### src/rtl/i2c_codec_config_pkg.sv
// Shared types, WM8731 register map and frame builder
// for the codec configuration sequencer.
package i2c_codec_config_pkg;

  typedef logic [2:0] state_t;

  localparam state_t S_IDLE  = 3'd0;
  localparam state_t S_INIT  = 3'd1;
  localparam state_t S_LOAD  = 3'd2;
  localparam state_t S_XFER  = 3'd3;
  localparam state_t S_CHECK = 3'd4;
  localparam state_t S_GAP   = 3'd5;
  localparam state_t S_DONE  = 3'd6;
  localparam state_t S_ERROR = 3'd7;

  localparam logic [6:0] R_LINVOL = 7'd0;
  localparam logic [6:0] R_RINVOL = 7'd1;
  localparam logic [6:0] R_LHPOUT = 7'd2;
  localparam logic [6:0] R_RHPOUT = 7'd3;
  localparam logic [6:0] R_APANA  = 7'd4;
  localparam logic [6:0] R_DPATH  = 7'd5;
  localparam logic [6:0] R_PWR    = 7'd6;
  localparam logic [6:0] R_IFACE  = 7'd7;
  localparam logic [6:0] R_SRATE  = 7'd8;
  localparam logic [6:0] R_ACTIVE = 7'd9;
  localparam logic [6:0] R_RESET  = 7'd15;

  function automatic logic [15:0] entry(
    input logic [6:0] a,
    input logic [8:0] d
  );
    return {a, d};
  endfunction

  // Ack slots are 1 so the engine releases SDA.
  function automatic logic [26:0] build_frame(
    input logic [7:0]  dev,
    input logic [15:0] e
  );
    return {dev, 1'b1, e[15:8], 1'b1, e[7:0], 1'b1};
  endfunction

endpackage

### src/rtl/i2c_codec_config_if.sv
// Sequencer <-> engine/top-level signal bundle.
// master = sequencer side, slave = engine/top side.
interface i2c_codec_config_if;
  logic        start;
  logic        ACK;
  logic [26:0] regdata;
  logic        GO;
  logic        busy;
  logic        done;
  logic        error;
  logic [3:0]  reg_index;

  modport master (
    input  start, ACK,
    output regdata, GO, busy, done, error, reg_index
  );

  modport slave (
    output start, ACK,
    input  regdata, GO, busy, done, error, reg_index
  );
endinterface

### src/rtl/i2c_codec_config_codec_reg_rom.sv
// Default WM8731 setting table, index -> {addr, data}.
// Entries at or beyond NUM_REGS read as zero.
module codec_reg_rom
  import i2c_codec_config_pkg::*;
#(
  parameter int NUM_REGS = 11
) (
  input  logic [3:0]  idx_i,
  output logic [15:0] entry_o
);

  localparam logic [4:0] NR = 5'(NUM_REGS);

  logic [15:0] raw;

  always_comb begin
    raw = 16'h0000;
    case (idx_i)
      4'd0:    raw = entry(R_RESET,  9'h000);
      4'd1:    raw = entry(R_LINVOL, 9'h017);
      4'd2:    raw = entry(R_RINVOL, 9'h017);
      4'd3:    raw = entry(R_LHPOUT, 9'h079);
      4'd4:    raw = entry(R_RHPOUT, 9'h079);
      4'd5:    raw = entry(R_APANA,  9'h012);
      4'd6:    raw = entry(R_DPATH,  9'h000);
      4'd7:    raw = entry(R_PWR,    9'h000);
      4'd8:    raw = entry(R_IFACE,  9'h042);
      4'd9:    raw = entry(R_SRATE,  9'h000);
      4'd10:   raw = entry(R_ACTIVE, 9'h001);
      default: raw = 16'h0000;
    endcase
    entry_o = ({1'b0, idx_i} < NR) ? raw : 16'h0000;
  end

endmodule

### src/rtl/i2c_codec_config.sv
// Codec configuration sequencer: walks the ROM,
// drives GO windows to the I2C engine, retries NACKs.
module i2c_codec_config
  import i2c_codec_config_pkg::*;
#(
  parameter int unsigned NUM_REGS    = 11,
  parameter logic [7:0]  DEV_ADDR    = 8'h34,
  parameter int unsigned INIT_DELAY  = 1000,
  parameter int unsigned XFER_CYCLES = 64,
  parameter int unsigned GAP_CYCLES  = 8,
  parameter int unsigned MAX_RETRY   = 3
) (
  input  logic            CLK,
  input  logic            reset,
  i2c_codec_config_if.master bus
);

  localparam logic [15:0] INIT_LAST = 16'(INIT_DELAY - 1);
  localparam logic [15:0] XFER_LAST = 16'(XFER_CYCLES - 1);
  localparam logic [15:0] GAP_LAST  = 16'(GAP_CYCLES - 1);
  localparam logic [1:0]  RETRY_MAX = 2'(MAX_RETRY);
  localparam logic [3:0]  IDX_LAST  = 4'(NUM_REGS - 1);

  state_t      state_q, state_d;
  logic [15:0] cnt_q, cnt_d;
  logic [1:0]  retry_q, retry_d;
  logic [3:0]  idx_q, idx_d;
  logic        adv_q, adv_d;
  logic        done_q, done_d;
  logic        error_q, error_d;
  logic [26:0] regdata_q, regdata_d;
  logic        start_q;
  logic [15:0] rom_entry;

  codec_reg_rom #(
    .NUM_REGS (NUM_REGS)
  ) u_rom (
    .idx_i   (idx_q),
    .entry_o (rom_entry)
  );

  always_ff @(posedge CLK or posedge reset) begin
    if (reset) begin
      state_q   <= S_IDLE;
      cnt_q     <= '0;
      retry_q   <= '0;
      idx_q     <= '0;
      adv_q     <= 1'b0;
      done_q    <= 1'b0;
      error_q   <= 1'b0;
      regdata_q <= '0;
      start_q   <= 1'b0;
    end else begin
      state_q   <= state_d;
      cnt_q     <= cnt_d;
      retry_q   <= retry_d;
      idx_q     <= idx_d;
      adv_q     <= adv_d;
      done_q    <= done_d;
      error_q   <= error_d;
      regdata_q <= regdata_d;
      start_q   <= bus.start;
    end
  end

  always_comb begin
    state_d   = state_q;
    cnt_d     = cnt_q;
    retry_d   = retry_q;
    idx_d     = idx_q;
    adv_d     = adv_q;
    done_d    = done_q;
    error_d   = error_q;
    regdata_d = regdata_q;
    unique case (state_q)
      S_IDLE: begin
        if (bus.start && !start_q) begin
          state_d = S_INIT;
          cnt_d   = '0;
          idx_d   = '0;
          retry_d = '0;
          adv_d   = 1'b0;
          done_d  = 1'b0;
          error_d = 1'b0;
        end
      end
      S_INIT: begin
        if (cnt_q == INIT_LAST) begin
          state_d = S_LOAD;
          cnt_d   = '0;
        end else begin
          cnt_d = cnt_q + 16'd1;
        end
      end
      S_LOAD: begin
        regdata_d = build_frame(DEV_ADDR, rom_entry);
        state_d   = S_XFER;
        cnt_d     = '0;
      end
      S_XFER: begin
        if (cnt_q == XFER_LAST) begin
          state_d = S_CHECK;
          cnt_d   = '0;
        end else begin
          cnt_d = cnt_q + 16'd1;
        end
      end
      S_CHECK: begin
        cnt_d   = '0;
        state_d = S_GAP;
        if (!bus.ACK) begin
          adv_d = 1'b1;
        end else if (retry_q != RETRY_MAX) begin
          adv_d   = 1'b0;
          retry_d = retry_q + 2'd1;
        end else begin
          state_d = S_ERROR;
          error_d = 1'b1;
        end
      end
      S_GAP: begin
        if (cnt_q == GAP_LAST) begin
          cnt_d = '0;
          if (!adv_q) begin
            state_d = S_LOAD;
          end else if (idx_q == IDX_LAST) begin
            state_d = S_DONE;
            done_d  = 1'b1;
          end else begin
            idx_d   = idx_q + 4'd1;
            retry_d = '0;
            state_d = S_LOAD;
          end
        end else begin
          cnt_d = cnt_q + 16'd1;
        end
      end
      S_DONE:  state_d = S_IDLE;
      S_ERROR: state_d = S_IDLE;
      default: state_d = S_IDLE;
    endcase
  end

  always_comb begin
    bus.GO        = (state_q == S_XFER);
    bus.busy      = !(state_q inside {S_IDLE, S_DONE, S_ERROR});
    bus.regdata   = regdata_q;
    bus.done      = done_q;
    bus.error     = error_q;
    bus.reg_index = idx_q;
  end

endmodule

### src/flat_wrapper.sv
// flat-port wrapper written by rule: the top's interface ports become plain ports
module i2c_codec_config_flat import i2c_codec_config_pkg::*;
#(
  parameter int unsigned NUM_REGS    = 11,
  parameter logic [7:0]  DEV_ADDR    = 8'h34,
  parameter int unsigned INIT_DELAY  = 1000,
  parameter int unsigned XFER_CYCLES = 64,
  parameter int unsigned GAP_CYCLES  = 8,
  parameter int unsigned MAX_RETRY   = 3
)
  (CLK, reset, bus_start, bus_ACK, bus_regdata, bus_GO, bus_busy, bus_done, bus_error, bus_reg_index);
  i2c_codec_config_if bus_i ();
  input  logic CLK;
  input  logic reset;
  input wire logic [$bits(bus_i.start)-1:0] bus_start;
  input wire logic [$bits(bus_i.ACK)-1:0] bus_ACK;
  output wire logic [$bits(bus_i.regdata)-1:0] bus_regdata;
  output wire logic [$bits(bus_i.GO)-1:0] bus_GO;
  output wire logic [$bits(bus_i.busy)-1:0] bus_busy;
  output wire logic [$bits(bus_i.done)-1:0] bus_done;
  output wire logic [$bits(bus_i.error)-1:0] bus_error;
  output wire logic [$bits(bus_i.reg_index)-1:0] bus_reg_index;
  assign bus_i.start = bus_start;
  assign bus_i.ACK = bus_ACK;
  assign bus_regdata = bus_i.regdata;
  assign bus_GO = bus_i.GO;
  assign bus_busy = bus_i.busy;
  assign bus_done = bus_i.done;
  assign bus_error = bus_i.error;
  assign bus_reg_index = bus_i.reg_index;
  i2c_codec_config #(.NUM_REGS(NUM_REGS), .DEV_ADDR(DEV_ADDR), .INIT_DELAY(INIT_DELAY), .XFER_CYCLES(XFER_CYCLES), .GAP_CYCLES(GAP_CYCLES), .MAX_RETRY(MAX_RETRY)) u_core (.CLK(CLK), .reset(reset), .bus(bus_i));
endmodule
### config.mk
export PLATFORM = sky130hd
export DESIGN_NAME = i2c_codec_config_flat
export DESIGN_NICKNAME = d
export VERILOG_FILES = /design/src/rtl/i2c_codec_config_pkg.sv /design/src/rtl/i2c_codec_config_if.sv /design/src/rtl/i2c_codec_config_codec_reg_rom.sv /design/src/rtl/i2c_codec_config.sv /design/src/flat_wrapper.sv
export SDC_FILE = /design/constraint.sdc
export NUM_CORES = 1
export LEC_CHECK = 0
export BUFFER_PORTS_ARGS = -buffer_cell sky130_fd_sc_hd__buf_2
export CAP_MARGIN = 20
export CORE_MARGIN = 5
export CORE_UTILIZATION = 55
export CTS_CLUSTER_DIAMETER = 120
export DETAILED_ROUTE_END_ITERATION = 8
export PLACE_DENSITY_LB_ADDON = 0.25
export SETUP_SLACK_MARGIN = 0.1
export SYNTH_ARGS = -nofsm -noshare
export SYNTH_HDL_FRONTEND = slang
export SYNTH_SLANG_ARGS = --single-unit
### constraint.sdc
create_clock -name CLK -period 2.19 [get_ports CLK]
set_clock_uncertainty 0.2 [all_clocks]
set_input_delay 0 -clock CLK [delete_from_list [all_inputs] [get_ports CLK]]
set_output_delay 0 -clock CLK [all_outputs]
set_load 0.1 [all_outputs]
**Word-level counts from Yosys, hierarchy flattened**

Memories as Yosys holds them, arrays and structs flattened.
Index checks and enable logic that the tools add are counted.

- Register bits after elaboration: 48
- Memories: 1
- Input port bits: 4
- Output and inout bits: 35
- Memory bits (read-only): 176
- Logic and storage cells: 93

Memory list:

| memory | depth | width | rd ports | clocked after memory_dff | wr ports | line | text |
|---|---|---|---|---|---|---|---|
| (no name shown) | 16 | 11 | 1 | 0 | 0 | i2c_codec_config_codec_reg_rom.sv:18 | `case (idx_i)` |

- Multiplexer cells: 38
- $lt $le $gt $ge: 1
- Equality and inequality tests: 23
- $add $sub $neg: 3
- Reductions and logical operators: 18

Operator list:

| operator | count |
|---|---|
| $mux 16 | 5 |
| $pmux 16 s5 | 1 |
| $mux 3 | 7 |
| $pmux 3 s7 | 1 |
| $add 16x1->16 const B | 1 |
| $eq 16x10->1 const B | 1 |
| $eq 16x3->1 const B | 1 |
| $eq 16x6->1 const B | 1 |
| $mux 4 | 4 |
| $mux 2 | 7 |
| $ne 2x1->1 const B | 7 |
| $eq 3x3->1 const B | 4 |
| $reduce_and 5->1 | 2 |
| $mux 1 | 8 |
| $ne 2x2->1 const B | 4 |
| $pmux 4 s2 | 1 |
| $reduce_and 4->1 | 2 |
| $reduce_and 7->1 | 1 |
| $eq 3x2->1 const B | 2 |
| $pmux 1 s2 | 3 |
| $pmux 2 s3 | 1 |
| $reduce_bool 3->1 | 2 |
| $reduce_bool 5->1 | 1 |
| $add 4x1->4 const B | 1 |
| other kinds (12) | 15 |

**Logic depth before layout (Yosys ltp)**

- Depth after elaboration: 5
- Gate-level depth with buffers: 7
- Mapped depth without buffers: 7

**Hierarchy**

Synthesis repeated with hierarchy kept, for this count alone.

- Cells, all modules: 291
- Area, all modules: 2812.7 sq um

By module, submodules not included:

| module | times used | area each (sq um) | seq. area each (sq um) | cells each |
|---|---|---|---|---|
| i2c_codec_config | 1 | 2524.9 | 1151.1 | 253 |
| codec_reg_rom | 1 | 287.8 | 0.0 | 38 |

**Least setup slack after synthesis**

No wires, ideal clock.

- Path kind: reg-to-reg
- Start: register u_core.idx_q[0] (netlist: u_core.bus.reg_index[0])
- End: register u_core.idx_q[3] (netlist: u_core.bus.reg_index[3])
- Period minus slack after synthesis: 2.602 ns
- Arrival: 2.324 ns
- Setup slack: -0.412 ns
- Setup time: 0.077 ns
- Data required time: 1.913 ns
- Cell stages (with the launch flop): 8
- Path buffers: 0
- Cells stage by stage: dfrtp_1 > inv_1 > ha_1 > nand3b_1 > and2b_1 > o221ai_2 > or3_1 > a21oi_1

- Longest elaborated chain between the ends: 5
- Elaborated cells on any way between the ends: 8
- Classes of those cells: add/sub (1); eq/ne (2); mux (4); reduce/logical (1)

RTL lines:

| what | line | text |
|---|---|---|
| from (decl) | i2c_codec_config.sv:27 | `logic [3:0] idx_q, idx_d;` |
| from (signal assigned) | i2c_codec_config.sv:57 | `idx_q <= idx_d;` |
| $add 4x1->4 | i2c_codec_config.sv:130 | `idx_d = idx_q + 4'd1;` |
| $mux 4 | i2c_codec_config.sv:126 | `end else if (idx_q == IDX_LAST) begin` |
| $mux 4 | i2c_codec_config.sv:124 | `if (!adv_q) begin` |
| $mux 4 | i2c_codec_config.sv:122 | `if (cnt_q == GAP_LAST) begin` |
| $pmux 4 s2 | i2c_codec_config.sv:75 | `unique case (state_q)` |

Parallel ways exist; a longest one is shown, timed or not. The select of a mux whose other input is x is not followed.
A chain may end at the register's enable or synchronous reset.

**Worst setup path after layout**

- Start: register u_core.cnt_q[4]
- End: register u_core.cnt_q[4]

- Longest elaborated chain between the ends: 3
- Elaborated cells on any way between the ends: 8
- Classes of those cells: add/sub (1); eq/ne (3); mux (4)

RTL lines:

| what | line | text |
|---|---|---|
| from (decl) | i2c_codec_config.sv:25 | `logic [15:0] cnt_q, cnt_d;` |
| from (signal assigned) | i2c_codec_config.sv:55 | `cnt_q <= cnt_d;` |
| $add 16x1->16 (tied with other cells) | i2c_codec_config.sv:92, i2c_codec_config.sv:105, i2c_codec_config.sv:135 |  |
| $mux 16 (on tied branches) | i2c_codec_config.sv:122, i2c_codec_config.sv:88, i2c_codec_config.sv:101 |  |
| $pmux 16 s5 * | i2c_codec_config.sv:75 |  |

Every way passes the cells marked *; elsewhere a longest branch is shown, timed or not.

==> impl_metrics.ini <==
[sta]
tightest_slew_ns = 0.518
drv_slew = 0
rsz0062_at_grt = true
hold_violations = 0
fin_tns_setup_ns = 0
max_freq_mhz = 485
setup_violations = 0
finalCritPeriodShare_pct = 94.2
min_period_ns = 2.06
relSlewSlack_pct = 65.5

[critical_path]
worst-path-buf-inv = 1
crit_path_end_kind = flop
crit_path_start_kind = flop
critPathTopFamily = simple AND/OR/NAND/NOR gates
cp_data_required_time_ns = 2.16
rrSetupSlack_ns = 0.13
crit_fanout = 8
path_cells = nor4b_2 > nand4_1 > a21o_1 > nor3_4 > buf_4 > o22ai_1
max_stage_delay_ns = 0.47
cpMaxStageDelayCell = dfrtp_1
critical_path_class = reg2reg
arrival_ns = 2.03

[yosys]
synthArstFlopShare_pct = 100
synth_cells = 268
ys_top_cells_by_count = dfrtp_1 (40), nand2_1 (27), nor2_1 (21)
yosysTopAreaCell = dfrtp_1
synth.avg_cell_area_um2 = 9.15
synth_top_area_share_pct = 40.8
synth_edf_count = 0
synth_area_mm2 = 0.00245
synth-main-ff-cell = dfrtp_1
synth_area_leaders = dfrtp_1 (41%), buf_4 (5.5%), nand2_1 (4.1%), nor2_1 (3.2%), ha_1 (3.1%)
ys_ff_latch = 40
ys_warn_count = 0
yosysMostFrequentCell = dfrtp_1
ys_types = 54
ys_seq_area_share_pct = 40.8

[power_and_ir_drop]
switching_share_pct = 24.8
pwr-share-comb_pct = 7.5
p_sw_mw = 0.342
power.share.sequential_pct = 53.7
powerDensity_mw_per_mm2 = 479
power_frac_clock_pct = 38.9
internal_power_mw = 1.03
power_mw = 1.38
ir_worst_vdd_mv = 0.316
leakage_nw = 1.32

[clocking]
cts_sinks = 40
cts_tree = done
clock_path_buffers = 2
clk_pin_slew_ns = 0.07
clk_latency_ns = 0.29
htree_levels = 2
numCtsBuffers = 5
clock-root-buffer = clkbuf_8

[detailed_routing]
vias = 2023
drt-pass1-iter-count = 4
drt_wl_total_mm = 5.22
viasPerCell = 5.59
drc_errors = 0
drtIter0Drc = 95
wl_per_cell_um = 14.4
antenna_left = 0

[global_route]
met3_usage_pct = 4.33
antenna_found_initial = 0
grtUsageTotal_pct = 18.3
grt_use_met1_pct = 24.9
use_met2_pct = 28.9
grt_first_pass_wirelength_mm = 8.94
grt_remaining_overflow = 0
grt_start_max_net_pins = 41
grt_pass1_vias = 1843
top_usage_layer = met2

[floorplanning]
die_area_mm2 = 0.00589
core_area_mm2 = 0.00432
rows = 24
die_height_um = 76.8
die_w_um = 76.8
initial_core_util_pct = 56.7
pin_count = 39

[status]
status = finished, final reports clean

[layout]
nets = 319
areaGrowthSynthToFinish_pct = 17.2
antennaDiodeCount = 0
utilization_pct = 66.4
drive_gt1_share_pct = 27.4

[min_path]
min_path_type = in2async

[place]
numPortBuffers = 28
gp_congestion = 0.878
dp_hpwl_mm = 3.74

[run]
max_cap_violations = 0
==> final timing paths <==
path                                   startpoint                      to  cells after the start
min in group CLK                        bus_start          u_core.start_q                      2
hold reg to reg            u_core.bus.regdata[11]  u_core.bus.regdata[11]                      1
setup reg to reg                  u_core.cnt_q[4]         u_core.cnt_q[4]                      6
max in group asynchronous                   reset        u_core.cnt_q[11]                      4
setup / recovery                  u_core.cnt_q[4]         u_core.cnt_q[4]                      6
hold / removal                              reset         u_core.cnt_q[9]                      4
==> sequential cells by signal (all words and copies together) (netlist names) <==
register              cells
u_core.cnt_q             16
u_core.bus.regdata       11
u_core.bus.reg_index      4
u_core.state_q            3
u_core.retry_q            2
u_core.adv_q              1
u_core.bus.done           1
u_core.bus.error          1
u_core.start_q            1
==> worst register-to-register path, stage by stage, from the launching register on <==
cell     delay [ns]
dfrtp_1        0.47
nor4b_2        0.34
nand4_1        0.23
a21o_1         0.30
nor3_4         0.17
buf_4          0.18
o22ai_1        0.07
==> layout make-up <==
type                       count  area (um^2)
clock buffer                   8          100
fill                         364         1450
inverter                       9         33.8
multi-input combinational    197         1300
sequential                    40         1020
tap                           52         65.1
timing repair buffer          56          358
==> stage by stage <==
stage | cells | setup slack (ns) | hold WS, ns | cell area [um^2]
global placement | 343 | 0.119 | -0.0732 | 2640
CTS | 354 | 0.112 | 0.173 | 2770
finish | 362 | 0.126 | 0.164 | 2870
global route | 362 | 0.00464 | 0.180 | 2870
detailed placement | 343 | 0.0744 | -0.0756 | 2640
floorplan | 277 | 0.0989 | -0.169 | 2500
==> logic make-up after synthesis <==
family | after synthesis | synth area share (%)
adders and majority gates | 6 | 3.06
and+or+nand+nor | 103 | 23.8
DFF | 40 | 40.8
AOI/OAI and AO/OA | 62 | 16.5
muxes | 5 | 2.25
xor gates and xnor gates | 11 | 3.93
buffers and inverters | 40 | 9.44
other | 1 | 0.153
==> repair_timing <==
item | in CTS | in global routing
hold buffers | 3 | 0
buffers inserted | 0 | 8
endpoints found under the setup margin | 2 | 22
pin swaps | 1 | 4
hold endpoints to repair | 43 | 0
resized for setup | 1 | 10
==> per-layer routing <==
| layer | up-vias | routed length [um] |
|---|---|---|
| li1 | 1010 | - |
| met1 | 960 | 2360 |
| met2 | 46 | 2530 |
| met3 | 7 | 254 |
| met4 | 0 | 82 |
| met5 | - | 0 |
==> cell usage in the layout, fill, tap and decap left out, types with 8 or more instances in the layout <==
master   netlist  routed
dfrtp_1       40      33
buf_2          5      28
nand2_1       27      27
buf_4         18      25
nor2_1        21      21
a21oi_1       14      13
o21ai_0       13      13
conb_1         1      10
nand3_1        9       9
nor3_1         9       9
inv_1          9       8
==> power by group through the flow <==
stage	registers (mW)	clock network (mW)	logic [mW]
floorplan	0.754	0	0.101
CTS	0.739	0.551	0.103
global route	0.739	0.592	0.109
finish	0.739	0.535	0.103
global placement	0.754	0	0.0988
detailed placement	0.754	0	0.0993
No activity file was read; power rests on OpenSTA's default activity.
